<file path="src/rtl/mac_ctrl.sv">
// Sequencer for an external pipelined MAC element: streams len operand pairs,
// drains the load/mult/acc pipeline, then holds the accumulated dot product.
module mac_ctrl #(
    parameter int unsigned WIDTH = 8,
    parameter int unsigned LEN_W = 5
) (
    input  logic                 clk,
    input  logic                 reset,
    input  logic                 start,
    input  logic [LEN_W-1:0]     len_in,
    output logic                 busy,
    input  logic                 op_valid,
    output logic                 op_ready,
    input  logic [WIDTH-1:0]     op_a,
    input  logic [WIDTH-1:0]     op_b,
    output logic [WIDTH-1:0]     mac_a,
    output logic [WIDTH-1:0]     mac_b,
    output logic                 mac_load_en,
    output logic                 mac_mult_en,
    output logic                 mac_acc_en,
    output logic                 mac_clr_n,
    input  logic [4*WIDTH-1:0]   mac_acc,
    output logic                 res_valid,
    input  logic                 res_ready,
    output logic [4*WIDTH-1:0]   res_data
);

    typedef enum logic [2:0] {
        S_IDLE,
        S_CLEAR,
        S_STREAM,
        S_DRAIN,
        S_RESULT
    } state_e;

    localparam logic [LEN_W-1:0] LEN_ONE   = LEN_W'(1);
    localparam logic [1:0]       DRAIN_END = 2'd2;

    state_e               state_q, state_d;
    logic [LEN_W-1:0]     len_q, len_d;
    logic [LEN_W-1:0]     cnt_q, cnt_d;
    logic [1:0]           drain_q, drain_d;
    logic [4*WIDTH-1:0]   res_q, res_d;
    logic                 mult_en_q;
    logic                 acc_en_q;
    logic                 beat_xfer;

    assign op_ready    = (state_q == S_STREAM);
    assign beat_xfer   = op_valid & op_ready;
    assign mac_a       = op_a;
    assign mac_b       = op_b;
    assign mac_load_en = beat_xfer;
    assign mac_mult_en = mult_en_q;
    assign mac_acc_en  = acc_en_q;
    assign busy        = (state_q != S_IDLE);
    assign res_valid   = (state_q == S_RESULT);
    assign res_data    = res_q;
    // Clear is also forced while reset is held so the MAC starts from zero.
    assign mac_clr_n   = reset & (state_q != S_CLEAR);

    always_comb begin
        state_d = state_q;
        len_d   = len_q;
        cnt_d   = cnt_q;
        drain_d = drain_q;
        res_d   = res_q;
        case (state_q)
            S_IDLE: begin
                if (start) begin
                    len_d   = len_in;
                    cnt_d   = '0;
                    state_d = S_CLEAR;
                end
            end
            S_CLEAR: begin
                drain_d = '0;
                state_d = (len_q != '0) ? S_STREAM : S_DRAIN;
            end
            S_STREAM: begin
                if (beat_xfer) begin
                    cnt_d = cnt_q + LEN_ONE;
                    if (cnt_d == len_q) begin
                        drain_d = '0;
                        state_d = S_DRAIN;
                    end
                end
            end
            S_DRAIN: begin
                // Three cycles: last beat multiplies, accumulates, then is sampled.
                drain_d = drain_q + 2'd1;
                if (drain_q == DRAIN_END) begin
                    res_d   = mac_acc;
                    state_d = S_RESULT;
                end
            end
            S_RESULT: begin
                if (res_ready) begin
                    state_d = S_IDLE;
                end
            end
            default: state_d = S_IDLE;
        endcase
    end

    always_ff @(posedge clk or negedge reset) begin
        if (!reset) begin
            state_q <= S_IDLE;
            len_q   <= '0;
            cnt_q   <= '0;
            drain_q <= '0;
            res_q   <= '0;
        end else begin
            state_q <= state_d;
            len_q   <= len_d;
            cnt_q   <= cnt_d;
            drain_q <= drain_d;
            res_q   <= res_d;
        end
    end

    // Enable chain follows each beat, so gaps in op_valid become bubbles.
    always_ff @(posedge clk or negedge reset) begin
        if (!reset) begin
            mult_en_q <= 1'b0;
            acc_en_q  <= 1'b0;
        end else begin
            mult_en_q <= beat_xfer;
            acc_en_q  <= mult_en_q;
        end
    end

endmodule

</file>
<file path="config.mk">
export PLATFORM = sky130hd
export DESIGN_NAME = mac_ctrl
export DESIGN_NICKNAME = d
export VERILOG_FILES = /design/src/rtl/mac_ctrl.sv
export SDC_FILE = /design/constraint.sdc
export NUM_CORES = 1
export LEC_CHECK = 0
export ABC_AREA = 1
export CAP_MARGIN = 20
export CORE_UTILIZATION = 41
export DETAILED_ROUTE_END_ITERATION = 7
export GPL_TIMING_DRIVEN = 0
export PLACE_DENSITY = 0.81
export SYNTH_ARGS = -nofsm -noshare
export SYNTH_HDL_FRONTEND = slang
export SYNTH_SLANG_ARGS = --single-unit
</file>
<file path="constraint.sdc">
create_clock -name clk -period 1.75 [get_ports clk]
set_input_delay 0.35 -clock clk [delete_from_list [all_inputs] [get_ports clk]]
set_output_delay 0.35 -clock clk [all_outputs]
set_load 0.02 [all_outputs]
</file>
Word-level counts from Yosys, hierarchy flattened

Cells that the tools add are included.

Bits in registers: 49
Input bits: 58
Word-level logic and storage cells: 46

Add/subtract/negate cells: 2
Equal/unequal tests: 12
Mux-type cells: 13
Bitwise logic cells: 2
Reductions and logical operators: 10

Operator list:

| kind                  | number |
|---|---|
| $mux W3               | 5 |
| $pmux W3 S5           | 1 |
| $mux W5               | 2 |
| $pmux W5 S2           | 1 |
| $eq A3 B2 Y1 const B  | 2 |
| $ne A2 B1 Y1 const B  | 3 |
| $pmux W2 S3           | 1 |
| $reduce_and A3 Y1     | 2 |
| $reduce_bool A3 Y1    | 2 |
| $add A5 B1 Y5 const B | 1 |
| $eq A5 B5 Y1          | 1 |
| $reduce_and A5 Y1     | 1 |
| $reduce_bool A5 Y1    | 1 |
| $mux W2               | 2 |
| $ne A2 B2 Y1 const B  | 2 |
| $reduce_and A2 Y1     | 2 |
| $eq A3 B1 Y1 const B  | 1 |
| $eq A3 B3 Y1 const B  | 1 |
| $logic_not A3 Y1      | 1 |
| $ne A3 B1 Y1 const B  | 1 |
| $add A2 B1 Y2 const B | 1 |
| $and A1 B1 Y1         | 2 |
| $eq A2 B2 Y1 const B  | 1 |
| $reduce_bool A2 Y1    | 1 |
| $mux W1               | 1 |

Depth between registers and ports, before layout

Depth after elaboration: 5
Depth in mapped cells: 12

Worst setup path before layout

Ideal clock, no wire load.

Path kind: register to output
Start point: register state_q[2]
End point: output port mac_load_en
Data arrival time: 1.345 ns
Data required time: 1.400 ns
Slack: 0.055 ns
Stages on the path, launching flop included: 4
Cells stage by stage: dfrtp_1 nor3_2 nand2_1 inv_1

Cells in the longest elaborated chain, start to end: 2

Ends and longest elaborated chain:

| what                     | RTL line | RTL |
|---|---|---|
| start: declaration       | 39       | `state_e state_q, state_d;` |
| start signal: assignment | 113      | `state_q <= state_d;` |
| $eq A3 B2 Y1             | 48       | `assign op_ready = (state_q == S_STREAM);` |
| named net op_ready       | 13       | `output logic op_ready,` |
| $and A1 B1 Y1            | 49       | `assign beat_xfer = op_valid & op_ready;` |
| end: declaration         | 18       | `output logic mac_load_en,` |

The timed path passes the listed nets, and every way through them passes these cells.

Worst setup path after layout

Start point: register state_q[2]
End point: output port mac_load_en

Cells in the longest elaborated chain, start to end: 2

Ends and longest elaborated chain:

| what          | RTL line |
|---|---|
| $eq A3 B2 Y1  | 48 |
| $and A1 B1 Y1 | 49 |

No other way between the ends.

==> impl_metrics.prom <==
# TYPE chip_impl_metric gauge
chip_impl_metric{name="synthesis.instances",unit=""} 198
chip_impl_metric{name="die_width",unit="um"} 77.3
chip_impl_metric{name="global_route_wire_length_before_repair",unit="mm"} 8.31
chip_impl_metric{name="cts_htree_levels",unit=""} 2
chip_impl_metric{name="setup_violations",unit=""} 0
chip_impl_metric{name="grt-ovfl-total",unit=""} 0
chip_impl_metric{name="drt_first_iter_violations",unit=""} 71
chip_impl_metric{name="dpl.hpwl",unit="mm"} 3.81
chip_impl_metric{name="reg2reg_depth",unit=""} 10
chip_impl_metric{name="die_y",unit="um"} 77.3
chip_impl_metric{name="sequential_cell_area_in_the_final_layout",unit="sq um"} 1230
chip_impl_metric{name="vias",unit=""} 1863
chip_impl_metric{name="cellPowerDensity",unit="nW/um^2"} 1600
chip_impl_metric{name="detail_route.wl_per_cell",unit="um"} 13.9
chip_impl_metric{name="clock_slew_at_the_register_clock_pins_of_the_worst_setup_and_hold_paths",unit="ns"} 0.09
chip_impl_metric{name="postRouteAntennaNets",unit=""} 0
chip_impl_metric{name="nets",unit=""} 369
chip_impl_info{name="run_status",value="finished, final reports clean"} 1
chip_impl_metric{name="power_after_layout",unit="mW"} 5.66
chip_impl_metric{name="gp_congestion",unit=""} 0.781
chip_impl_info{name="timing.setup.critical_path_class",value="reg -> out"} 1
chip_impl_info{name="critPathLaunchType",value="register"} 1
chip_impl_metric{name="rows",unit=""} 27
chip_impl_metric{name="fin_worst_skew",unit="ns"} 0.00569
chip_impl_metric{name="hold_violations",unit=""} 0
chip_impl_metric{name="power_leakage",unit="nW"} 1.71
chip_impl_info{name="worstSetupEndpointType",value="primary output"} 1
chip_impl_metric{name="track_usage",unit=""} 0.179
chip_impl_metric{name="synthesis_warning_total",unit=""} 0
chip_impl_metric{name="numPortBuffers",unit=""} 96
chip_impl_metric{name="synth_seq_cells",unit=""} 49
chip_impl_metric{name="post-route-drc-count",unit=""} 0
chip_impl_metric{name="critical_path.max_fanout",unit=""} 4
chip_impl_metric{name="antenna_found_initial",unit=""} 0
chip_impl_metric{name="drt_pre_antenna_iters",unit=""} 4
chip_impl_metric{name="netlist.area_leader.share",unit=""} 0.527
chip_impl_metric{name="flow.area_growth_from_synthesis",unit="%"} 51.9
chip_impl_metric{name="clk_path_buf_depth",unit=""} 2
chip_impl_metric{name="cell_area_after_synthesis",unit="sq um"} 2320
chip_impl_metric{name="post_synth_cell_types",unit=""} 20
chip_impl_metric{name="synth_fp_nets",unit=""} 258
chip_impl_metric{name="area_of_the_multi_input_gates",unit="sq um"} 886
chip_impl_metric{name="ir_drop",unit="mV"} 0.781
chip_impl_info{name="layout_commonest_cell",value="sky130_fd_sc_hd__clkdlybuf4s50_1"} 1
chip_impl_metric{name="count_of_inserted_antenna_diode_cells",unit=""} 0
chip_impl_metric{name="tightest_slew",unit="ns"} 0.568
chip_impl_metric{name="ios",unit=""} 113
chip_impl_metric{name="seq_area_frac_synth",unit=""} 0.527
chip_impl_metric{name="crit_path_dat",unit="ns"} 1.32
chip_impl_metric{name="grt_pass1_vias",unit=""} 1776
chip_impl_metric{name="tritoncts_buffer_count",unit=""} 5
chip_impl_metric{name="max_cap_viol_count",unit=""} 0
chip_impl_metric{name="n_fill_cell",unit=""} 447
chip_impl_info{name="worst_r2r_endpoint",value="drain_q[0]$_DFFE_PN0P_"} 1
chip_impl_metric{name="initial_core_util",unit=""} 0.425
chip_impl_metric{name="r2r_setup_slack",unit="ns"} 0.18
chip_impl_metric{name="drive_above_1_share",unit=""} 0.274
chip_impl_metric{name="finalWorstPathRequiredPeriod",unit="ns"} 1.67
chip_impl_metric{name="number_of_clock_sinks",unit=""} 49
chip_impl_metric{name="finish.utilization",unit=""} 0.645
chip_impl_info{name="layout.cells.most_common_list",value="sky130_fd_sc_hd__clkdlybuf4s50_1 (90), sky130_fd_sc_hd__dfrtp_1 (47), sky130_fd_sc_hd__nand2_1 (32)"} 1
chip_impl_info{name="main_area_contributors_after_synthesis",value="sky130_fd_sc_hd__dfrtp_1 (53%), sky130_fd_sc_hd__mux2_4 (19%), sky130_fd_sc_hd__nand2_1 (5.3%)"} 1
chip_impl_metric{name="grt_start_max_net_pins",unit=""} 38
chip_impl_metric{name="worst_skew_pair.late_latency",unit="ns"} 0.30
chip_impl_metric{name="design.core.area",unit="sq um"} 5470
chip_impl_info{name="r2r-start",value="cnt_q[0]$_DFFE_PN0P_"} 1
chip_impl_metric{name="wirelength",unit="mm"} 5.31
chip_impl_metric{name="number_of_vias_per_cell",unit=""} 4.88
chip_impl_info{name="hold_class",value="in -> async"} 1
chip_impl_info{name="unrepaired_setup_endpoints_after_global_routing",value="no"} 1
chip_impl_info{name="synth_top_cell_by_area",value="sky130_fd_sc_hd__dfrtp_1"} 1
chip_impl_info{name="tritoncts_clock_tree",value="yes"} 1
chip_impl_metric{name="max_freq",unit="MHz"} 600
chip_impl_metric{name="timing_max_transition_violations_final",unit=""} 0
chip_impl_metric{name="syn_area_per_cell",unit="sq um"} 11.7
chip_impl_metric{name="slew_headroom",unit=""} 0.620
chip_impl_metric{name="min_period_over_period",unit=""} 0.952
chip_impl_metric{name="worstPathRequired",unit="ns"} 1.40
chip_impl_info{name="cts-root-buf",value="sky130_fd_sc_hd__clkbuf_8"} 1
chip_impl_metric{name="area_of_the_die",unit="sq um"} 5980
## how the worst max path moves through the flow
stage / startpoint / endpoint / cells past startpoint
2_1_floorplan: state_q[2]$_DFFE_PN0P_ / mac_load_en / 3
3_3_place_gp: reset / mac_clr_n / 4
3_5_place_dp: state_q[2]$_DFFE_PN0P_ / mac_load_en / 4
4_1_cts: state_q[1]$_DFFE_PN0P_ / mac_load_en / 5
5_1_grt: state_q[2]$_DFFE_PN0P_ / mac_load_en / 4
6_report: state_q[2]$_DFFE_PN0P_ / mac_load_en / 4
## cells in the mapped netlist
cell	instances
sky130_fd_sc_hd__inv_1	20
sky130_fd_sc_hd__nand2_1	33
sky130_fd_sc_hd__nand3_1	10
sky130_fd_sc_hd__nand4_1	5
sky130_fd_sc_hd__mux2_2	5
sky130_fd_sc_hd__ha_1	2
sky130_fd_sc_hd__buf_6	3
sky130_fd_sc_hd__buf_4	16
sky130_fd_sc_hd__nor2_4	1
sky130_fd_sc_hd__nor2_1	8
sky130_fd_sc_hd__mux2_4	29
sky130_fd_sc_hd__a31oi_1	1
sky130_fd_sc_hd__a21oi_1	5
sky130_fd_sc_hd__dfrtp_1	49
sky130_fd_sc_hd__nor4_1	1
sky130_fd_sc_hd__o22ai_1	2
sky130_fd_sc_hd__nand2_4	1
sky130_fd_sc_hd__nor3_2	1
sky130_fd_sc_hd__o21ai_0	4
sky130_fd_sc_hd__nand3b_1	2
## cell type report
class,instances,area share
timing repair buffer,104,0.286
tap,72,0.0255
inverter,20,0.0213
sequential,49,0.348
clock buffer,5,0.0195
multi-input combinational,110,0.251
clock inverter,3,0.00602
buffer,19,0.0436
## flip-flops by register name, summed over array words and instances (netlist names)
signal / cells
cnt_q: 5
drain_q: 2
len_q: 5
mac_acc_en: 1
mac_mult_en: 1
res_data: 32
state_q: 3
## worst max-delay path, cell delays in order (launching register included)
cell and delay, ns:
sky130_fd_sc_hd__dfrtp_2 0.45, sky130_fd_sc_hd__nor3_4 0.23, sky130_fd_sc_hd__nand2_2 0.13, sky130_fd_sc_hd__inv_2 0.08
sky130_fd_sc_hd__buf_4 0.13
## per-layer routing
metal  GRT usage  routed length (um)  share of wire
met5           0                   0              0
met2       0.287                2550           0.48
met1       0.236                2290           0.43
met3      0.0524                 410          0.077
met4      0.0453                  53          0.010
## through the flow
step,instance area [sq um],cells,hold slack (ns),worst slack [ns],setup TNS [ns]
after floorplan,2320,198,0.0544,0.0547,0
after global placement,3380,366,0.357,-1.94,-57.16
after detailed placement,3390,367,0.275,-0.436,-0.581
after CTS,3510,379,0.0751,-0.0453,-0.0468
after global routing,3530,382,0.0842,0.00719,0
final,3530,382,0.0841,0.0833,0
## report_power, final
group / internal [mW] / total (mW) / switching [mW]
sequential: 1.66 / 2.00 / 0.339
clock: 0.284 / 0.668 / 0.384
combinational: 1.62 / 3.00 / 1.38
total: 3.57 / 5.66 / 2.10
## logic make-up after synthesis
family | share of synthesized area
compound gates | 0.0274
fa+ha+maj | 0.0108
buf+inv | 0.0985
flops | 0.527
mux | 0.212
simple gates | 0.124
## repair_timing
item	4_1_cts	5_1_grt
gates resized for setup	22	7
buffers inserted	3	3
hold buffers	1	0
endpoints found under the setup margin	5	5
pin swaps	1	2
hold endpoints to repair	12	0
Note: power is estimated with default switching activity, not from simulation.
